--- src/rtl/serdes_defs.sv ---
// serdes_defs: constants and state encoding shared by the serializer and deserializer.
package serdes_defs;
    localparam logic [7:0] COM_CHAR_DEF  = 8'hBC;
    localparam logic [7:0] IDLE_CHAR_DEF = 8'h7C;
    localparam int unsigned RATIO_32F_4F = 8;
    typedef enum logic {SYNC = 1'b0, ACTIVE = 1'b1} state_t;
endpackage

--- src/rtl/paralelo_serial.sv ---
// paralelo_serial: MSB-first byte serializer that sends SYNC_COUNT COM characters after reset, then data or IDLE.
// Optional idle-window counter output cuenta_idle enabled by PARALELO_SERIAL_IDLE_CNT_EN.
module paralelo_serial
    import serdes_defs::*;
#(
    parameter logic [7:0]  COM_CHAR   = COM_CHAR_DEF,
    parameter logic [7:0]  IDLE_CHAR  = IDLE_CHAR_DEF,
    parameter int unsigned SYNC_COUNT = 4
) (
    input  logic       clk_32f,
    input  logic       reset,
    input  logic [7:0] Entrada,
    input  logic       validEntrada,
    output logic       Salida_serial,
    output logic       carga,
    output logic       activo
`ifdef PARALELO_SERIAL_IDLE_CNT_EN
    ,
    output logic [15:0] cuenta_idle
`endif
);
    localparam logic [2:0] LAST = 3'(RATIO_32F_4F - 1);
    logic [7:0] shreg;
    logic [2:0] cnt;
    logic [3:0] com_cnt;
    state_t     state;
    logic       load;
    logic [7:0] next_byte;
    assign load          = cnt == LAST;
    assign next_byte     = state == ACTIVE ? (validEntrada ? Entrada : IDLE_CHAR) : COM_CHAR;
    assign Salida_serial = shreg[7];
    assign carga         = load && state == ACTIVE;
    assign activo        = state == ACTIVE;
    // cnt resets to LAST so the very first edge after reset is a load edge
    always_ff @(posedge clk_32f or negedge reset)
        if (!reset) begin
            shreg   <= '0;
            cnt     <= LAST;
            com_cnt <= '0;
            state   <= SYNC;
        end else if (load) begin
            shreg <= next_byte;
            cnt   <= '0;
            if (state == SYNC) begin
                com_cnt <= com_cnt + 4'd1;
                if (com_cnt + 4'd1 == 4'(SYNC_COUNT)) state <= ACTIVE;
            end
        end else begin
            shreg <= {shreg[6:0], 1'b0};
            cnt   <= cnt + 3'd1;
        end
`ifdef PARALELO_SERIAL_IDLE_CNT_EN
    always_ff @(posedge clk_32f or negedge reset)
        if (!reset) cuenta_idle <= '0;
        else if (carga && !validEntrada && cuenta_idle != 16'hFFFF) cuenta_idle <= cuenta_idle + 16'd1;
`endif
endmodule

--- config.mk ---
export PLATFORM = sky130hd
export DESIGN_NAME = paralelo_serial
export DESIGN_NICKNAME = d
export VERILOG_FILES = /design/src/rtl/serdes_defs.sv /design/src/rtl/paralelo_serial.sv
export SDC_FILE = /design/constraint.sdc
export NUM_CORES = 1
export LEC_CHECK = 0
export BUFFER_PORTS_ARGS = -buffer_cell sky130_fd_sc_hd__clkbuf_2
export CORE_AREA = 2 2 39 41
export DETAILED_ROUTE_END_ITERATION = 7
export DIE_AREA = 0 0 41 43
export GPL_ROUTABILITY_DRIVEN = 0
export PLACE_DENSITY = 0.73
export SYNTH_ARGS = -nofsm -noshare
export SYNTH_HDL_FRONTEND = slang
export SYNTH_SLANG_ARGS = --single-unit
--- constraint.sdc ---
create_clock -name clk_32f -period 4.96 [get_ports clk_32f]
set_clock_uncertainty 0.2 [all_clocks]
set_input_delay 0.992 -clock clk_32f [delete_from_list [all_inputs] [get_ports clk_32f]]
set_output_delay 0.992 -clock clk_32f [all_outputs]
set_load 0.005 [all_outputs]
==> run_results.csv, run 1 <==
group,metric,value,unit
timing,final-hold-violation-count,0,
clock_network,cts.repair.resized,0,
timing,finalSetupTns,0,ns
grt,antenna_found_initial,0,
finish,syn_to_final_growth,14.53,%
detailed_routing,postRouteWirelength,1059,um
synthesis,yosys_register_bits,16,
grt,grt_pass1_wl,1711,um
synthesis,synth.distinct_cells,21,
clock_network,htreeDepth,1,
timing,tightest_slew,0.5563,ns
synthesis,netlist_instances,57,
finish,drive_above_1_share,30.56,%
detailed_routing,route.detailed.drc,0,
grt,grt_pass1_vias,426,
grt,grt_usage,15.20,%
detailed_routing,viasPerCell,4.761,
detailed_routing,drtIter0Drc,3,
clock_network,ctsLongestPathBuffers,2,
setup_path,critPathMaxFanout,19,
setup_path,endpoint_kind,"output pin",
setup_path,path_class,"flop to output pin",
timing,rsz0062_at_grt,"no",
finish,mostFrequentLayoutCells,"dfrtp_1 (13), clkbuf_2 (13), nor2_1 (11), nand2_1 (5), a21oi_1 (4)",
clock_network,path_clk_slew,0.09,ns
clock_network,cts_hold_buf,0,
status,outcome,"completed",
clock_network,cts-root-buf,"clkbuf_4",
detailed_routing,wl_per_cell,12.03,um
floorplanning,initial_core_util,47.29,%
timing,report.final.slew_viol_count,0,
synthesis,ys_seq_area_share,61.76,%
floorplanning,io_pins,14,
timing,fin_crit,2.999,ns
placement,dp_hpwl,798.6,um
clock_network,cts_setup_buffers,0,
hold_path,holdPathStages,1,
finish,diodes,0,
timing,slew_headroom,62.91,%
timing,fmax,333.4,MHz
power_and_ir_drop,power_density,285.8,nW/um2
setup_path,rr_worst_depth,4,
power_and_ir_drop,ir_drop,0.0001921,V
timing,setup_viol,0,
grt,grt_max_degree,20,
placement,port_buffers,13,
grt,grt-ovfl-total,0,
detailed_routing,vias,419,
finish,finalNetCount,87,
hold_path,hold_class,"flop to flop",
synthesis,syn_area,654.4,um2
timing,hold_ws,0.2824,ns
timing,fin_crit_sh,60.46,%
clock_network,cts.sinks,16,
detailed_routing,drt-pass1-iter-count,3,
synthesis,synth_nets,71,
setup_path,start_kind,"flop",
clock_network,cts_tree,"yes",
synthesis,ys_warn_count,0,
clock_network,cts-buffers-inserted,3,
synthesis,postSynthAreaPerCell,11.48,um2
floorplanning,die_h,43,um
floorplanning,core,1384,um2
floorplanning,die_area,1763,um2
power_and_ir_drop,p_leak,0.3643,nW
clock_network,clk_latency,0.28,ns
job,cap_viol_max_count,0,
floorplanning,die_w,41,um
setup_path,crit_required,3.77,ns
detailed_routing,ant_nets,0,
finish,final_util,54.16,%
setup_path,worstPathArrival,1.81,ns
floorplanning,rows,14,
[through the flow]
stage	power (mW)	std cells	setup WS, ns	instance area [um2]
2_1_floorplan	0.1399	57	2.552	654.4
3_3_place_gp	0.1472	84	2.337	723.2
3_5_place_dp	0.1478	84	2.267	723.2
4_1_cts	0.2169	88	1.949	749.5
5_1_grt	0.2266	88	1.862	749.5
6_report	0.2142	88	1.961	749.5
[kinds of logic (layout without fill, tap and decap cells)]
family          count (synthesis)  count (layout)  share of synthesized area, %
simple gates                   21              21                         15.68
flops                          16              16                         61.76
compound gates                  8               8                         6.884
buf+inv                         5              20                         4.206
fa+ha+maj                       3               3                         5.737
xor+xnor                        3               3                         4.016
mux                             1               1                         1.721
[state kept, by name, summed over array words and instances (netlist names)]
signal	flops
activo	1
com_cnt	4
shreg	8
cnt	3
[cell usage after synthesis]
| library cell | n | area [um2] |
|---|---|---|
| o22ai_1 | 1 | 6.260 |
| ha_1 | 3 | 37.54 |
| nor4bb_1 | 1 | 10.01 |
| nand2_1 | 5 | 18.77 |
| o21ai_0 | 1 | 5.000 |
| mux2_2 | 1 | 11.26 |
| dfrtp_1 | 13 | 325.3 |
| dfstp_2 | 3 | 78.83 |
| buf_6 | 1 | 11.26 |
| a31oi_1 | 1 | 6.260 |
| inv_1 | 3 | 11.26 |
| o211ai_1 | 1 | 7.510 |
| nor2_1 | 11 | 41.29 |
| buf_2 | 1 | 5.000 |
| xnor2_1 | 2 | 17.52 |
| a21oi_1 | 4 | 20.02 |
| nor2b_4 | 1 | 13.76 |
| and2_1 | 1 | 6.260 |
| or2_2 | 1 | 6.260 |
| nand4_1 | 1 | 6.260 |
| xor2_1 | 1 | 8.760 |
[layout make-up]
type	count	area [um2]
Fill cell	118	634.4
Sequential cell	16	404.1
Tap cell	16	20.02
Multi-Input combinational cell	36	222.7
Timing Repair Buffer	13	65.06
Clock buffer	4	26.28
Inverter	3	11.26
[report_power, final]
part / leakage [nW] / internal (mW) / switching [mW]
sequential: 0.182 / 0.133 / 0.000825
clock: 0.0150 / 0.0312 / 0.0381
combinational: 0.167 / 0.00463 / 0.00624
[worst paths after layout]
| path | slack [ns] | startpoint | end |
|---|---|---|---|
| max in group asynchronous | 3.84 | reset | cnt[2] |
| setup / recovery | 1.96 | cnt[0] | carga |
| hold reg to reg | 0.28 | com_cnt[3] | com_cnt[3] |
| min in group asynchronous | 0.41 | reset | shreg[7] |
| setup reg to reg | 2.79 | cnt[0] | com_cnt[1] |
| hold / removal | 0.28 | com_cnt[3] | com_cnt[3] |
[critical path, cell delays in order, from the launching register on]
cell and delay [ns]:
dfstp_2 0.54, ha_1 0.16, ha_1 0.51, and2_1 0.21, clkbuf_2 0.11
[metal layers]
metal / share of wire, % / global-route usage (%)
met5: 0 / 0
met4: 0 / 6.000
met3: 5.1 / 7.330
met2: 50 / 22.81
met1: 44 / 17.99
Power figures use the tool's default switching activity.
==> run 2: changes to the inputs <==
- CORE_AREA: 2 2 39 41 -> unset
- CORE_MARGIN: unset -> 2
- CORE_UTILIZATION: unset -> 45
- DIE_AREA: 0 0 41 43 -> unset
- PLACE_DENSITY: 0.73 -> 0.71
- clock period: 4.96 -> 2.5 ns (I/O delays scaled with it)
==> run_results.csv, run 2 (synthesis gave the netlist of run 1 again) <==
group,metric,value,unit
status,outcome,"completed",
hold_path,holdCritStartpoint,"Entrada[0]",
timing,hold_ws,0.2057,ns
grt,grt_max_degree,17,
detailed_routing,postRouteWirelength,936,um
setup_path,critPathMaxFanout,10,
finish,reg_top3,"shreg x8, com_cnt x4, cnt x3",
timing,finalSetupTns,0,ns
setup_path,worst-r2r-setup-slack,0.63,ns
hold_path,hold_class,"input port to flop",
detailed_routing,ant_nets,0,
timing,fin_crit,2.244,ns
power_and_ir_drop,p_leak,0.3799,nW
floorplanning,die_h,42.14,um
setup_path,crit_start,"cnt[0]",
clock_network,cts-root-buf,"clkbuf_4",
floorplanning,die_area,1775,um2
finish,finalNetCount,89,
setup_path,rr_worst_depth,4,
floorplanning,die_w,42.14,um
power_and_ir_drop,ir_drop,0.0002804,V
floorplanning,core,1334,um2
detailed_routing,drtIter0Drc,0,
power_and_ir_drop,p_switching,0.08965,mW
setup_path,start_kind,"flop",
placement,dp_hpwl,719.9,um
timing,fin_crit_sh,89.75,%
timing,tightest_slew,0.3806,ns
power_and_ir_drop,power_density,583.8,nW/um2
finish,largest_reg_flops,8,
job,cap_viol_max_count,0,
setup_path,worstReg2RegStart,"cnt[0]",
floorplanning,rows,13,
power_and_ir_drop,comb_power_share,4.9,%
finish,diodes,0,
timing,rsz0062_at_grt,"no",
detailed_routing,viasPerCell,4.809,
clock_network,cts_setup_buffers,0,
finish,drive_above_1_share,32.43,%
grt,grt_pass1_wl,1842,um
finish,syn_to_final_growth,18.55,%
setup_path,critPathCapture,"carga",
power_and_ir_drop,clkPwrFrac,36.4,%
detailed_routing,drt-pass1-iter-count,1,
power_and_ir_drop,sw_frac_of_total,19.80,%
clock_network,clk_latency,0.28,ns
clock_network,cts.repair.resized,0,
clock_network,path_clk_slew,0.09,ns
clock_network,htreeDepth,1,
grt,grt_pass1_vias,427,
detailed_routing,wl_per_cell,10.52,um
grt,antenna_found_initial,0,
clock_network,ctsLongestPathBuffers,2,
finish,regMostFlops,"shreg",
timing,setup_viol,0,
detailed_routing,route.detailed.drc,0,
floorplanning,initial_core_util,49.06,%
timing,report.final.slew_viol_count,0,
grt,grt_usage,14.04,%
floorplanning,io_pins,14,
finish,mostFrequentLayoutCells,"dfrtp_1 (13), clkbuf_2 (13), nor2_1 (11), nand2_1 (5), a21oi_1 (4)",
clock_network,cts-buffers-inserted,3,
clock_network,cts.sinks,16,
timing,final-hold-violation-count,0,
detailed_routing,vias,428,
setup_path,path_class,"flop to output pin",
clock_network,cts_tree,"yes",
power_and_ir_drop,seqPwrFrac,58.7,%
timing,slew_headroom,74.63,%
power_and_ir_drop,internal_power,0.3632,mW
timing,fmax,445.7,MHz
placement,port_buffers,13,
setup_path,endpoint_kind,"output pin",
setup_path,crit_required,1.80,ns
setup_path,worstPathArrival,1.54,ns
grt,grt-ovfl-total,0,
setup_path,r2r_end,"com_cnt[1]",
-- run 2: cell types whose count changed in the layout (fill, tap and decap cells not counted), sizes merged --
| cell | delta |
|---|---|
| buf | +1 |
| dlygate4sd3 | +1 |
-- run 2: routing by layer --
metal / share of wire, % / track usage [%] / vias to the layer above
li1: - / - / 219
met5: 0 / 0 / -
met4: 2.9 / 9.375 / 0
met2: 44 / 20.63 / 13
met3: 5.7 / 3.017 / 4
met1: 48 / 18.51 / 192
-- run 2: layout make-up --
| type | count | area, um2 |
|---|---|---|
| sequential | 16 | 404.1 |
| tap | 15 | 18.77 |
| inverter | 3 | 11.26 |
| multi-input combinational | 36 | 222.7 |
| fill | 121 | 558.0 |
| clock buffer | 4 | 36.28 |
| timing repair buffer | 15 | 82.58 |
-- run 2: worst min path at each step --
stage                 end  cells past startpoint  slack [ns]
2_1_floorplan      activo                      0       0.004
3_3_place_gp   com_cnt[3]                      1        0.24
3_5_place_dp       activo                      1        0.24
4_1_cts          shreg[0]                      3        0.20
5_1_grt          shreg[0]                      3        0.20
6_report         shreg[0]                      3        0.21
-- run 2: power by group through the flow --
| stage | registers, mW | logic, mW | clock network (mW) |
|---|---|---|---|
| floorplan | 0.271 | 0.00695 | 0 |
| global placement | 0.271 | 0.0216 | 0 |
| detailed placement | 0.271 | 0.0219 | 0 |
| CTS | 0.266 | 0.0233 | 0.170 |
| global route | 0.267 | 0.0267 | 0.179 |
| finish | 0.266 | 0.0224 | 0.165 |
-- run 2: worst max-delay path, cell delays in order (launching register included) --
cell      delay (ns)
dfstp_2         0.54
ha_1            0.14
ha_1            0.32
and2_1          0.17
clkbuf_2        0.11
-- run 2: repair_timing --
item                                   in CTS  in global routing
endpoints found under the hold margin      13                  0
hold buffers                                1                  0
setup endpoints to repair                   0                  0
-- run 2: metrics by stage --
step                      util [%]  instance area [um2]  total power [mW]  std cells  worst slack, ns
final                        58.16                775.7            0.4529         89           0.2561
after CTS                    58.16                775.7            0.4589         89           0.2310
after detailed placement     54.69                729.5            0.2928         84           0.5435
after global routing         58.16                775.7            0.4728         89           0.1385
after floorplan                  -                654.4            0.2776         57           0.5840
after global placement       54.69                729.5            0.2922         84           0.5686
==> run 3: changes to the inputs <==
- CORE_ASPECT_RATIO: unset -> 0.8
- CORE_UTILIZATION: 45 -> 40
- PLACE_DENSITY: 0.71 -> unset
- RECOVER_POWER: unset -> 100
==> run_results.csv, run 3 (synthesis gave the netlist of run 1 again) <==
group,metric,value,unit
finish,finalNetCount,89,
finish,layout.cells.non_filler,96,
job,cap_viol_max_count,0,
timing,report.final.slew_viol_count,0,
power_and_ir_drop,comb_power_share,4.8,%
timing,rsz0062_at_grt,"no",
hold_path,hold_class,"input port to flop",
floorplanning,die_h,40.18,um
finish,regArea,404.1,um2
timing,tightest_slew,0.8160,ns
setup_path,crit_required,1.80,ns
setup_path,endpoint_kind,"output pin",
grt,grt_pass1_wl,1449,um
timing,fin_crit,2.227,ns
power_and_ir_drop,ir_drop,0.0004511,V
detailed_routing,vias,437,
finish,design_area,772.0,um2
timing,fin_crit_sh,89.10,%
timing,setup_viol,0,
setup_path,start_kind,"flop",
finish,final_common_cell,"dfrtp_1",
grt,grt-ovfl-total,0,
finish,regMostFlops,"shreg",
finish,final_util,48.93,%
clock_network,path_clk_slew,0.09,ns
setup_path,worstPathArrival,1.53,ns
finish,drive_above_1_share,27.03,%
status,outcome,"completed",
power_and_ir_drop,sw_frac_of_total,19.96,%
clock_network,ctsLongestPathBuffers,2,
floorplanning,die_area,1977,um2
clock_network,cts-buffers-inserted,3,
finish,reg_top3,"shreg x8, com_cnt x4, cnt x3",
grt,grt_max_degree,17,
finish,largest_reg_flops,8,
timing,finalSetupTns,0,ns
timing,fmax,448.9,MHz
clock_network,htreeDepth,1,
power_and_ir_drop,internal_power,0.3628,mW
floorplanning,initial_core_util,41.48,%
detailed_routing,viasPerCell,4.552,
clock_network,cts.sinks,16,
finish,syn_to_final_growth,17.97,%
floorplanning,rows,13,
power_and_ir_drop,seqPwrFrac,58.6,%
detailed_routing,drtIter0Drc,5,
timing,final-hold-violation-count,0,
floorplanning,die_w,49.22,um
finish,diodes,0,
clock_network,cts_tree,"yes",
clock_network,cts_hold_buf,1,
clock_network,cts-root-buf,"clkbuf_4",
setup_path,critPathMaxFanout,9,
power_and_ir_drop,p_switching,0.09050,mW
power_and_ir_drop,p_leak,0.3703,nW
floorplanning,io_pins,14,
clock_network,clk_latency,0.28,ns
grt,grt_pass1_vias,319,
finish,multi_input_area,215.2,um2
placement,placed_area,738.2,um2
hold_path,holdPathStages,3,
finish,mostFrequentLayoutCells,"dfrtp_1 (13), clkbuf_2 (12), nor2_1 (11), nand2_1 (5), a21oi_1 (4)",
detailed_routing,route.detailed.drc,0,
setup_path,rr_worst_depth,5,
finish,fillers,156,
clock_network,cts.repair.resized,0,
grt,antenna_found_initial,0,
clock_network,cts_setup_buffers,0,
detailed_routing,postRouteWirelength,940,um
placement,placedCellCount,91,
timing,slew_headroom,45.60,%
detailed_routing,wl_per_cell,9.792,um
setup_path,path_class,"flop to output pin",
grt,grt_usage,10.87,%
detailed_routing,drt-pass1-iter-count,4,
power_and_ir_drop,clkPwrFrac,36.5,%
placement,port_buffers,13,
power_and_ir_drop,power_density,587.2,nW/um2
floorplanning,core,1578,um2
detailed_routing,ant_nets,0,
timing,hold_ws,0.2081,ns
[run 3: worst paths after layout]
path | start | to | slack (ns)
min reg2reg | com_cnt[3] | com_cnt[3] | 0.29
max reg2reg | cnt[0] | activo | 0.51
min | Entrada[0] | shreg[0] | 0.21
max in group asynchronous | reset | activo | 0.98
max | cnt[0] | carga | 0.27
min in group asynchronous | reset | shreg[0] | 0.61
[run 3: power by group through the flow]
stage	registers, mW	logic (mW)	clock network, mW
after floorplan	0.271	0.00695	0
after global placement	0.271	0.0216	0
after detailed placement	0.271	0.0218	0
after CTS	0.266	0.0230	0.172
after global routing	0.266	0.0259	0.186
final	0.266	0.0219	0.166
[run 3: worst max-delay path: stages, from the launching register on]
cell,delay (ns)
dfstp_1,0.54
ha_1,0.15
ha_1,0.29
and2_0,0.16
clkbuf_2,0.11
[run 3: layout make-up]
class | count | area share [%]
Tap cell | 22 | 3.566
Inverter | 3 | 1.459
Sequential cell | 16 | 52.35
Timing Repair Buffer | 15 | 10.05
Multi-Input combinational cell | 36 | 27.88
Clock buffer | 4 | 4.700
[run 3: routing by layer]
layer / vias up / wire length (um) / GRT usage (%)
met4: 0 / 12 / 6.429
met3: 2 / 37 / 5.597
met2: 8 / 440 / 16.89
met1: 206 / 449 / 12.38
met5: - / 0 / 0
li1: 221 / - / -
[run 3: metrics by stage]
step | setup slack [ns] | power, mW
finish | 0.2725 | 0.4533
global route | 0.1243 | 0.4786
CTS | 0.2470 | 0.4607
detailed placement | 0.5726 | 0.2925
global placement | 0.5898 | 0.2924
floorplan | 0.5840 | 0.2776
